--- src/rtl/instr_fetch_queue_pkg.sv ---
// Shared types and constants for the instruction fetch front end.
// The fetch entry pairs a returned instruction with the address of the instruction after it.
package fetch_pkg;

    localparam int INSTR_W = 32;
    localparam int ADDR_W  = 32;

    localparam logic [ADDR_W-1:0] RESET_PC = 32'h0000_0000;

    typedef struct packed {
        logic [INSTR_W-1:0] instr;
        logic [ADDR_W-1:0]  pc_plus4;
    } fetch_entry_t;

    typedef enum logic {
        PH_RUN,
        PH_DRAIN
    } fetch_phase_e;

    function automatic logic [ADDR_W-1:0] align_word(input logic [ADDR_W-1:0] addr);
        return {addr[ADDR_W-1:2], 2'b00};
    endfunction

endpackage

--- src/rtl/instr_fetch_queue_if.sv ---
// Bus between the fetch queue, the instruction memory port and the IF/ID consumer.
// The master modport is the fetch queue itself; slave is its environment.
interface instr_fetch_queue_if;
    import fetch_pkg::*;

    logic               req_valid_o;
    logic [ADDR_W-1:0]  req_addr_o;
    logic               req_ready_i;
    logic               resp_valid_i;
    logic [INSTR_W-1:0] resp_data_i;
    logic               deq_valid_o;
    logic [INSTR_W-1:0] deq_instr_o;
    logic [ADDR_W-1:0]  deq_pc_plus4_o;
    logic               deq_ready_i;
    logic               redirect_i;
    logic [ADDR_W-1:0]  redirect_pc_i;
    logic               err_o;

    modport master (
        output req_valid_o, req_addr_o, deq_valid_o, deq_instr_o, deq_pc_plus4_o, err_o,
        input  req_ready_i, resp_valid_i, resp_data_i, deq_ready_i, redirect_i, redirect_pc_i
    );

    modport slave (
        input  req_valid_o, req_addr_o, deq_valid_o, deq_instr_o, deq_pc_plus4_o, err_o,
        output req_ready_i, resp_valid_i, resp_data_i, deq_ready_i, redirect_i, redirect_pc_i
    );

endinterface

--- src/rtl/instr_fetch_queue_fifo.sv ---
// Synchronous DEPTH-entry FIFO of fetch entries with flush; head is read combinationally.
// Pointers are log2(DEPTH) bits wide so they wrap by power-of-two masking.
module fetch_fifo
    import fetch_pkg::*;
#(
    parameter int DEPTH = 4,
    localparam int PTR_W = $clog2(DEPTH),
    localparam int CNT_W = PTR_W + 1
) (
    input  logic             clk_i,
    input  logic             rst_n,
    input  logic             push,
    input  fetch_entry_t     push_data,
    input  logic             pop,
    input  logic             flush,
    output fetch_entry_t     head,
    output logic [CNT_W-1:0] count
);

    fetch_entry_t     mem [DEPTH];
    logic [PTR_W-1:0] wr_ptr;
    logic [PTR_W-1:0] rd_ptr;

    // Storage is cleared on reset so the head reads zero until the first push.
    always_ff @(posedge clk_i) begin
        if (!rst_n) begin
            wr_ptr <= '0;
            rd_ptr <= '0;
            count  <= '0;
            for (int i = 0; i < DEPTH; i++) begin
                mem[i] <= '0;
            end
        end else if (flush) begin
            wr_ptr <= '0;
            rd_ptr <= '0;
            count  <= '0;
        end else begin
            if (push) begin
                mem[wr_ptr] <= push_data;
                wr_ptr      <= wr_ptr + PTR_W'(1);
            end
            if (pop) begin
                rd_ptr <= rd_ptr + PTR_W'(1);
            end
            case ({push, pop})
                2'b10:   count <= count + CNT_W'(1);
                2'b01:   count <= count - CNT_W'(1);
                default: ;
            endcase
        end
    end

    assign head = mem[rd_ptr];

endmodule

--- src/rtl/instr_fetch_queue.sv ---
// Prefetching fetch front end: issues sequential requests under a credit limit, buffers
// returned words with their PC+4, and flushes/drops stale responses on a redirect.
module instr_fetch_queue
    import fetch_pkg::*;
#(
    parameter int                DEPTH    = 4,
    parameter logic [ADDR_W-1:0] RESET_PC = fetch_pkg::RESET_PC
) (
    input logic                 clk_i,
    input logic                 rst_n,
    instr_fetch_queue_if.master bus
);

    localparam int PTR_W = $clog2(DEPTH);
    localparam int CNT_W = PTR_W + 1;
    localparam logic [CNT_W-1:0] DEPTH_C = CNT_W'(DEPTH);

    logic [ADDR_W-1:0] fetch_pc;
    logic [CNT_W-1:0]  outstanding;
    logic [CNT_W-1:0]  drop_cnt;
    logic [CNT_W-1:0]  count;
    logic              err;

    logic [ADDR_W-1:0] addr_q [DEPTH];
    logic [PTR_W-1:0]  addr_wr;
    logic [PTR_W-1:0]  addr_rd;

    fetch_phase_e      phase;
    logic [CNT_W:0]    credit_used;
    logic              issue;
    logic              resp_ok;
    logic              push;
    logic              pop;
    fetch_entry_t      push_entry;
    fetch_entry_t      head;

    // Queued entries plus in-flight requests never exceed DEPTH, so a response always has room.
    assign credit_used     = {1'b0, count} + {1'b0, outstanding};
    assign bus.req_valid_o = rst_n && !bus.redirect_i && (credit_used < {1'b0, DEPTH_C});
    assign bus.req_addr_o  = fetch_pc;

    assign phase      = (drop_cnt != '0) ? PH_DRAIN : PH_RUN;
    assign issue      = bus.req_valid_o && bus.req_ready_i;
    assign resp_ok    = bus.resp_valid_i && (outstanding != '0);
    assign push       = resp_ok && !bus.redirect_i && (phase == PH_RUN);
    assign pop        = (count != '0) && bus.deq_ready_i && !bus.redirect_i;
    assign push_entry = {bus.resp_data_i, addr_q[addr_rd] + ADDR_W'(4)};

    fetch_fifo #(
        .DEPTH (DEPTH)
    ) u_fifo (
        .clk_i     (clk_i),
        .rst_n     (rst_n),
        .push      (push),
        .push_data (push_entry),
        .pop       (pop),
        .flush     (bus.redirect_i),
        .head      (head),
        .count     (count)
    );

    // Request addresses in issue order; every response, kept or dropped, retires one.
    always_ff @(posedge clk_i) begin
        if (issue) begin
            addr_q[addr_wr] <= fetch_pc;
        end
    end

    always_ff @(posedge clk_i) begin
        if (!rst_n) begin
            fetch_pc    <= align_word(RESET_PC);
            outstanding <= '0;
            drop_cnt    <= '0;
            err         <= 1'b0;
            addr_wr     <= '0;
            addr_rd     <= '0;
        end else begin
            if (issue) begin
                addr_wr <= addr_wr + PTR_W'(1);
            end
            if (resp_ok) begin
                addr_rd <= addr_rd + PTR_W'(1);
            end
            if (bus.resp_valid_i && (outstanding == '0)) begin
                err <= 1'b1;
            end
            case ({issue, resp_ok})
                2'b10:   outstanding <= outstanding + CNT_W'(1);
                2'b01:   outstanding <= outstanding - CNT_W'(1);
                default: ;
            endcase
            // Every request still in flight after a redirect belongs to the old path.
            if (bus.redirect_i) begin
                fetch_pc <= align_word(bus.redirect_pc_i);
                drop_cnt <= resp_ok ? (outstanding - CNT_W'(1)) : outstanding;
            end else begin
                if (issue) begin
                    fetch_pc <= fetch_pc + ADDR_W'(4);
                end
                if (resp_ok && (phase == PH_DRAIN)) begin
                    drop_cnt <= drop_cnt - CNT_W'(1);
                end
            end
        end
    end

    assign bus.deq_valid_o    = (count != '0);
    assign bus.deq_instr_o    = head.instr;
    assign bus.deq_pc_plus4_o = head.pc_plus4;
    assign bus.err_o          = err;

endmodule

--- src/flat_wrapper.sv ---
// flat-port wrapper written by rule: the top's interface ports become plain ports
module instr_fetch_queue_flat import fetch_pkg::*;
#(
    parameter int                DEPTH    = 4,
    parameter logic [ADDR_W-1:0] RESET_PC = fetch_pkg::RESET_PC
)
  (clk_i, rst_n, bus_req_valid_o, bus_req_addr_o, bus_deq_valid_o, bus_deq_instr_o, bus_deq_pc_plus4_o, bus_err_o, bus_req_ready_i, bus_resp_valid_i, bus_resp_data_i, bus_deq_ready_i, bus_redirect_i, bus_redirect_pc_i);
  instr_fetch_queue_if bus_i ();
  input logic clk_i;
  input logic rst_n;
  output wire logic [$bits(bus_i.req_valid_o)-1:0] bus_req_valid_o;
  output wire logic [$bits(bus_i.req_addr_o)-1:0] bus_req_addr_o;
  output wire logic [$bits(bus_i.deq_valid_o)-1:0] bus_deq_valid_o;
  output wire logic [$bits(bus_i.deq_instr_o)-1:0] bus_deq_instr_o;
  output wire logic [$bits(bus_i.deq_pc_plus4_o)-1:0] bus_deq_pc_plus4_o;
  output wire logic [$bits(bus_i.err_o)-1:0] bus_err_o;
  input wire logic [$bits(bus_i.req_ready_i)-1:0] bus_req_ready_i;
  input wire logic [$bits(bus_i.resp_valid_i)-1:0] bus_resp_valid_i;
  input wire logic [$bits(bus_i.resp_data_i)-1:0] bus_resp_data_i;
  input wire logic [$bits(bus_i.deq_ready_i)-1:0] bus_deq_ready_i;
  input wire logic [$bits(bus_i.redirect_i)-1:0] bus_redirect_i;
  input wire logic [$bits(bus_i.redirect_pc_i)-1:0] bus_redirect_pc_i;
  assign bus_req_valid_o = bus_i.req_valid_o;
  assign bus_req_addr_o = bus_i.req_addr_o;
  assign bus_deq_valid_o = bus_i.deq_valid_o;
  assign bus_deq_instr_o = bus_i.deq_instr_o;
  assign bus_deq_pc_plus4_o = bus_i.deq_pc_plus4_o;
  assign bus_err_o = bus_i.err_o;
  assign bus_i.req_ready_i = bus_req_ready_i;
  assign bus_i.resp_valid_i = bus_resp_valid_i;
  assign bus_i.resp_data_i = bus_resp_data_i;
  assign bus_i.deq_ready_i = bus_deq_ready_i;
  assign bus_i.redirect_i = bus_redirect_i;
  assign bus_i.redirect_pc_i = bus_redirect_pc_i;
  instr_fetch_queue #(.DEPTH(DEPTH), .RESET_PC(RESET_PC)) u_core (.clk_i(clk_i), .rst_n(rst_n), .bus(bus_i));
endmodule
--- config.mk ---
export PLATFORM = sky130hd
export DESIGN_NAME = instr_fetch_queue_flat
export DESIGN_NICKNAME = d
export VERILOG_FILES = /design/src/rtl/instr_fetch_queue_pkg.sv /design/src/rtl/instr_fetch_queue_if.sv /design/src/rtl/instr_fetch_queue_fifo.sv /design/src/rtl/instr_fetch_queue.sv /design/src/flat_wrapper.sv
export SDC_FILE = /design/constraint.sdc
export NUM_CORES = 1
export LEC_CHECK = 0
export BUFFER_PORTS_ARGS = -buffer_cell sky130_fd_sc_hd__buf_4
export CORE_MARGIN = 3
export CORE_UTILIZATION = 25
export DETAILED_ROUTE_END_ITERATION = 10
export GPL_TIMING_DRIVEN = 1
export HOLD_SLACK_MARGIN = 0.12
export PLACE_DENSITY_LB_ADDON = 0.15
export SETUP_SLACK_MARGIN = 0.1
export SYNTH_ARGS = -nofsm -noshare
export SYNTH_HDL_FRONTEND = slang
export SYNTH_SLANG_ARGS = --single-unit
--- constraint.sdc ---
create_clock -name clk_i -period 6.6 [get_ports clk_i]
set_clock_uncertainty 0.05 [all_clocks]
set_input_delay 0.33 -clock clk_i [delete_from_list [all_inputs] [get_ports clk_i]]
set_output_delay 0.33 -clock clk_i [all_outputs]
set_load 0.02 [all_outputs]
==> Yosys cells after proc, flatten, opt, wreduce, memory -nomap -nowiden <==
Memory sizes are Yosys's and may differ from the RTL's. A register that Yosys moved wholly into a read port is not among the register bits.
Cells that the tools add are included.
{ "totals": {"register_bits": 50, "ram_bits": 384, "input_bits": 70, "elab_cells": 74, "mem_count": 2} }
{ "classes": {"add_sub_neg": 12, "magnitude_cmp": 1, "eq_ne": 4, "mux": 22, "n_bitwise": 2, "reduce_logical": 21} }
{ "memory_table": {"columns": ["memory", "words", "width", "read_ports", "rd_clocked_by_memory_dff", "write_ports", "line", "text"], "rows": [
  ["u_core.u_fifo.mem", 4, 64, 1, 1, 4, "instr_fetch_queue_fifo.sv:20", "fetch_entry_t mem [DEPTH];"],
  ["u_core.addr_q", 4, 32, 1, 1, 1, "instr_fetch_queue.sv:24", "logic [ADDR_W-1:0] addr_q [DEPTH];"]
]} }
{ "ops": {"columns": ["operator", "count"], "rows": [
  ["adder 32 x 3 -> 32 bit, second input constant", 2],
  ["two-way mux 32 bit", 2],
  ["two-way mux 64 bit", 1],
  ["OR reduction 64 bit", 1],
  ["one-hot mux 3 bit (2 select lines)", 2],
  ["logical AND 1 bit", 10],
  ["two-way mux 2 bit", 5],
  ["two-way mux 1 bit", 9],
  ["two-way mux 3 bit", 3],
  ["nonzero test 3 bit", 3],
  ["subtractor 3 x 1 -> 3 bit, second input constant", 3],
  ["adder 2 x 1 -> 2 bit, second input constant", 4],
  ["nonzero test 2 bit", 4],
  ["adder 3 x 1 -> 3 bit, second input constant", 2],
  ["adder 3 x 3 -> 4 bit", 1],
  ["== test 2 x 1 -> 1 bit, second input constant", 2],
  ["== test 2 bit, second input constant", 2],
  ["less-than comparator 4 x 3 -> 1 bit, second input constant", 1],
  ["zero test 3 bit", 1],
  ["NOT 1 bit", 2],
  ["OR reduction 2 bit", 1],
  ["zero test 1 bit", 1]
]} }

==> Longest topological paths before layout <==
{ "depth": {"word_depth": 10, "ltp_mapped": 12, "mapped_depth_nobuf": 12} }

==> Cells and area by module <==
Synthesis repeated with hierarchy kept, for this count alone.
{ "hier_totals": {"cells_unflattened": 1302, "area_unflattened_um2": 18814.3} }
{ "modules_own_cells": {"columns": ["mod", "n_inst", "cells_per_inst", "area_each_um2", "seq_area_each_um2"], "rows": [
  ["fetch_fifo", 1, 738, 11222.0, 7867.5],
  ["instr_fetch_queue", 1, 564, 7592.3, 4464.3]
]} }

==> Worst setup path before layout <==
No wires, ideal clock.
{ "synth_path": {"path_kind": "flip-flop to flip-flop", "startpoint": "reg u_core.outstanding[0]", "endpoint": "mem u_core.u_fifo.mem[0][10] (netlist bit) (enable)", "setup_ps": 568, "arrival_time_ps": 5699, "required_ps": 5982, "setup_slack_ps": 284, "stages_incl_launch_ff": 8, "n_path_buf": 0, "synth_period_minus_slack_ps": 6316, "cell_sequence": "dfxtp_1 -> inv_1 -> ha_1 -> nand2b_1 -> nand2_1 -> nor3_2 -> inv_1 -> o21ai_0"} }
{ "synth_lines": {"columns": ["item", "line", "text"], "rows": [
  ["from (decl)", "instr_fetch_queue.sv:19", "logic [CNT_W-1:0] outstanding;"],
  ["from (signal assigned)", "instr_fetch_queue.sv:88", "2'b10: outstanding <= outstanding + CNT_W'(1);"],
  ["from (signal assigned)", "instr_fetch_queue.sv:89", "2'b01: outstanding <= outstanding - CNT_W'(1);"],
  ["to (decl)", "instr_fetch_queue_fifo.sv:20", null]
]} }

==> qor.yml <==
yosys:
  ys_seq_area_share_pct: 67.05
  synth_area_leader_cell: "edfxtp_1"
  syn_avg_cell_area_um2: 14.34
  synthFlopType: "edfxtp_1"
  ys_seq_elements: 420
  postSynth.asyncResetShare_pct: 0
  ys_types: 54
  synth_top_area_share_pct: 61.28
  synth-warning-count: 0
  synth-edff-count: 368
  synth_area_leaders: "edfxtp_1 (61%), mux4_2 (11%), dfxtp_1 (5.8%)"
  synth_area_um2: 18030
  synthCells: 1258
worst_setup_path:
  end_kind: "flip-flop"
  regToRegEndpoint: "u_core.u_fifo.mem[1][22]"
  timing.reg2reg.setup_slack_ps: 3200
  startpoint_type: "flip-flop"
  critical_path_required_ps: 6870
  path_class: "reg -> reg"
  arrival_ps: 3670
  r2r_cells: 7
  path_max_fanout: 17
final_layout:
  layout_commonest_cell: "edfxtp_1"
  drive_gt1_share_pct: 23.82
  antenna-diode-count: 0
  area_delta_synth_final_pct: 24.93
  fin_nets: 1577
  final_util_pct: 31.84
  postLayoutCellArea_um2: 22530
  most-common-layout-cells: "edfxtp_1 (368), nor2_1 (224), buf_4 (184), mux4_2 (89), nand2_1 (78)"
  finalNonFillerCells: 2468
global_routing:
  grt_util_met3_pct: 2.547
  grt-ovfl-total: 0
  grtUsageTotal_pct: 12.79
  grt_first_pass_wirelength_mm: 73.01
  grt_pass1_vias: 11690
  grt_max_degree: 58
  gr-max-usage-layer: "met2"
  use_met1_pct: 17.31
  antenna_found_initial: 0
  use_met2_pct: 21.13
cts:
  cts-resized-gates: 0
  cts_tree: "yes"
  cts-root-buf: "clkbuf_16"
  cts_hold_buffers: 67
  clockBufferDepth: 3
  clk_latency_ps: 590
  clock_sinks: 420
  path_clk_slew_ps: 60
  post_cts_buffers: 0
  numCtsBuffers: 50
  htreeDepth: 2
die:
  die_x_um: 274.6
  ios: 169
  die_area_um2: 75390
  initial_core_util_pct: 25.49
  die_h_um: 274.6
  fp-row-count: 97
  coreArea_um2: 70760
sta:
  hold_ws_ps: 182.4
  fin_ws_ps: 3196
  rsz0062_at_grt: "false"
  drv_slew: 0
  max_freq_ghz: 0.2938
  setup_viol: 0
  hold_violations: 0
  setup-tns-final_ps: 0
  slew_headroom_pct: 30.45
  fin_crit_ps: 3404
  period_share_pct: 51.57
  tightest_slew_ps: 1034
power:
  swShare_pct: 26.62
  clkPwrFrac_pct: 38.4
  internal_power_mw: 5.023
  pwr-share-seq_pct: 46.0
  power_density_nw_per_um2: 303.8
  fin_total_pwr_mw: 6.845
  p_sw_mw: 1.822
  peakVddDrop_mv: 0.1785
  p_comb_share_pct: 15.6
  leakagePower_nw: 8.106
detailed_routing:
  wl_per_cell_um: 19.48
  drtPass1Iterations: 5
  routed-via-count: 10900
  viasPerCell: 4.417
  ant_nets: 0
  dr.first_iter.drc_count: 554
  drc: 0
  drt_wl_total_mm: 48.08
flow_run:
  cap_viol_max_count: 0
status:
  outcome: "finished, final reports clean"
min_path:
  hold_class: "in -> reg"
  hold_depth: 3
  min_to: "u_core.bus.req_addr_o[31]"
  worst_hold_startpoint: "bus_redirect_i"
placed_design:
  placed_cells: 2312
  numPortBuffers: 162
  placedInstanceArea_um2: 20320
  place_ws_ps: 3059
  place.gp.congestion: 0.7389
  post-dp-hpwl_mm: 28.79
-- critical path, stage by stage, from the launching register on --
cell and delay [ps]:
dfxtp_2 650, buf_4 440, mux4_2 400, nand4_4 200
nor3b_2 680, nand4_1 200, xor2_1 400, nor2_1 100
-- sequential cells by signal (all words and copies together) (netlist names), named ones only --
signal and cells:
u_core.u_fifo.mem 248, u_core.addr_q 120, u_core.bus.req_addr_o 30, u_core.drop_cnt 3, u_core.outstanding 3, u_core.u_fifo.count 3, u_core.addr_rd 2, u_core.addr_wr 2
u_core.u_fifo.rd_ptr 2, u_core.u_fifo.wr_ptr 2, u_core.bus.err_o 1
-- power by group through the flow --
stage          Combinational [mW]  Clock, mW  Sequential [mW]
2_1_floorplan               0.697          0             3.18
3_3_place_gp                 1.06          0             3.20
3_5_place_dp                 1.06          0             3.21
4_1_cts                      1.09       2.72             3.16
5_1_grt                      1.17       2.82             3.17
6_report                     1.07       2.63             3.15
-- worst max-delay path by stage --
stage,from,end,slack (ps)
5_1_grt,u_core.outstanding[0],u_core.u_fifo.mem[0][25],2870
3_5_place_dp,u_core.outstanding[0],u_core.u_fifo.mem[0][21],3060
4_1_cts,u_core.outstanding[0],u_core.u_fifo.mem[0][25],3050
2_1_floorplan,u_core.outstanding[0],u_core.u_fifo.mem[0][10],280
3_3_place_gp,u_core.outstanding[0],u_core.u_fifo.mem[1][21],3050
6_report,flip-flop,u_core.u_fifo.mem[1][22],3200
-- logic make-up (layout without fill, tap and decap cells) --
family	Yosys count	after routing	synth area share (%)
AO/OA/AOI/OAI	90	90	2.997
XOR/XNOR	48	48	2.415
adder cells (fa/ha/maj)	16	16	1.152
buffers and inverters	136	403	3.164
flip-flops	420	420	67.05
multiplexers	101	101	11.90
other	1	4	0.02079
AND/OR/NAND/NOR	446	446	11.30
-- cell usage after synthesis (3+ instances only) --
library cell and count:
o21ai_0 22, a32oi_1 4, buf_2 9, a211oi_1 9, mux2i_1 7, nor3_1 12, a21oi_1 33, nand4_1 23
nand3_1 18, mux2_2 4, xor2_1 28, dfxtp_1 52, and4_1 5, and2_1 42, or3_1 8, nor4_1 5
nand2b_1 4, a31oi_1 10, mux4_2 89, ha_1 15, buf_4 7, xnor2_1 18, and3_1 9, inv_1 62
buf_1 6, clkbuf_1 48, edfxtp_1 368, buf_6 3, nor2_1 226, nand2_1 80
-- layer usage --
metal / vias to the layer above / part of all wire, %
met4: 0 / 1.9
li1: 5104 / -
met1: 5482 / 46
met5: - / 0
met2: 247 / 47
met3: 67 / 4.5
-- final cells by class --
class | count | area, µm²
flip-flops and latches | 420 | 12100
fillers | 7078 | 48230
well taps | 940 | 1176
clock buffers | 66 | 1333
clock inverters | 23 | 201.4
multi-input cells | 705 | 5433
inverters | 63 | 236.5
repair buffers | 251 | 2052
Power figures use the tool's default switching activity.
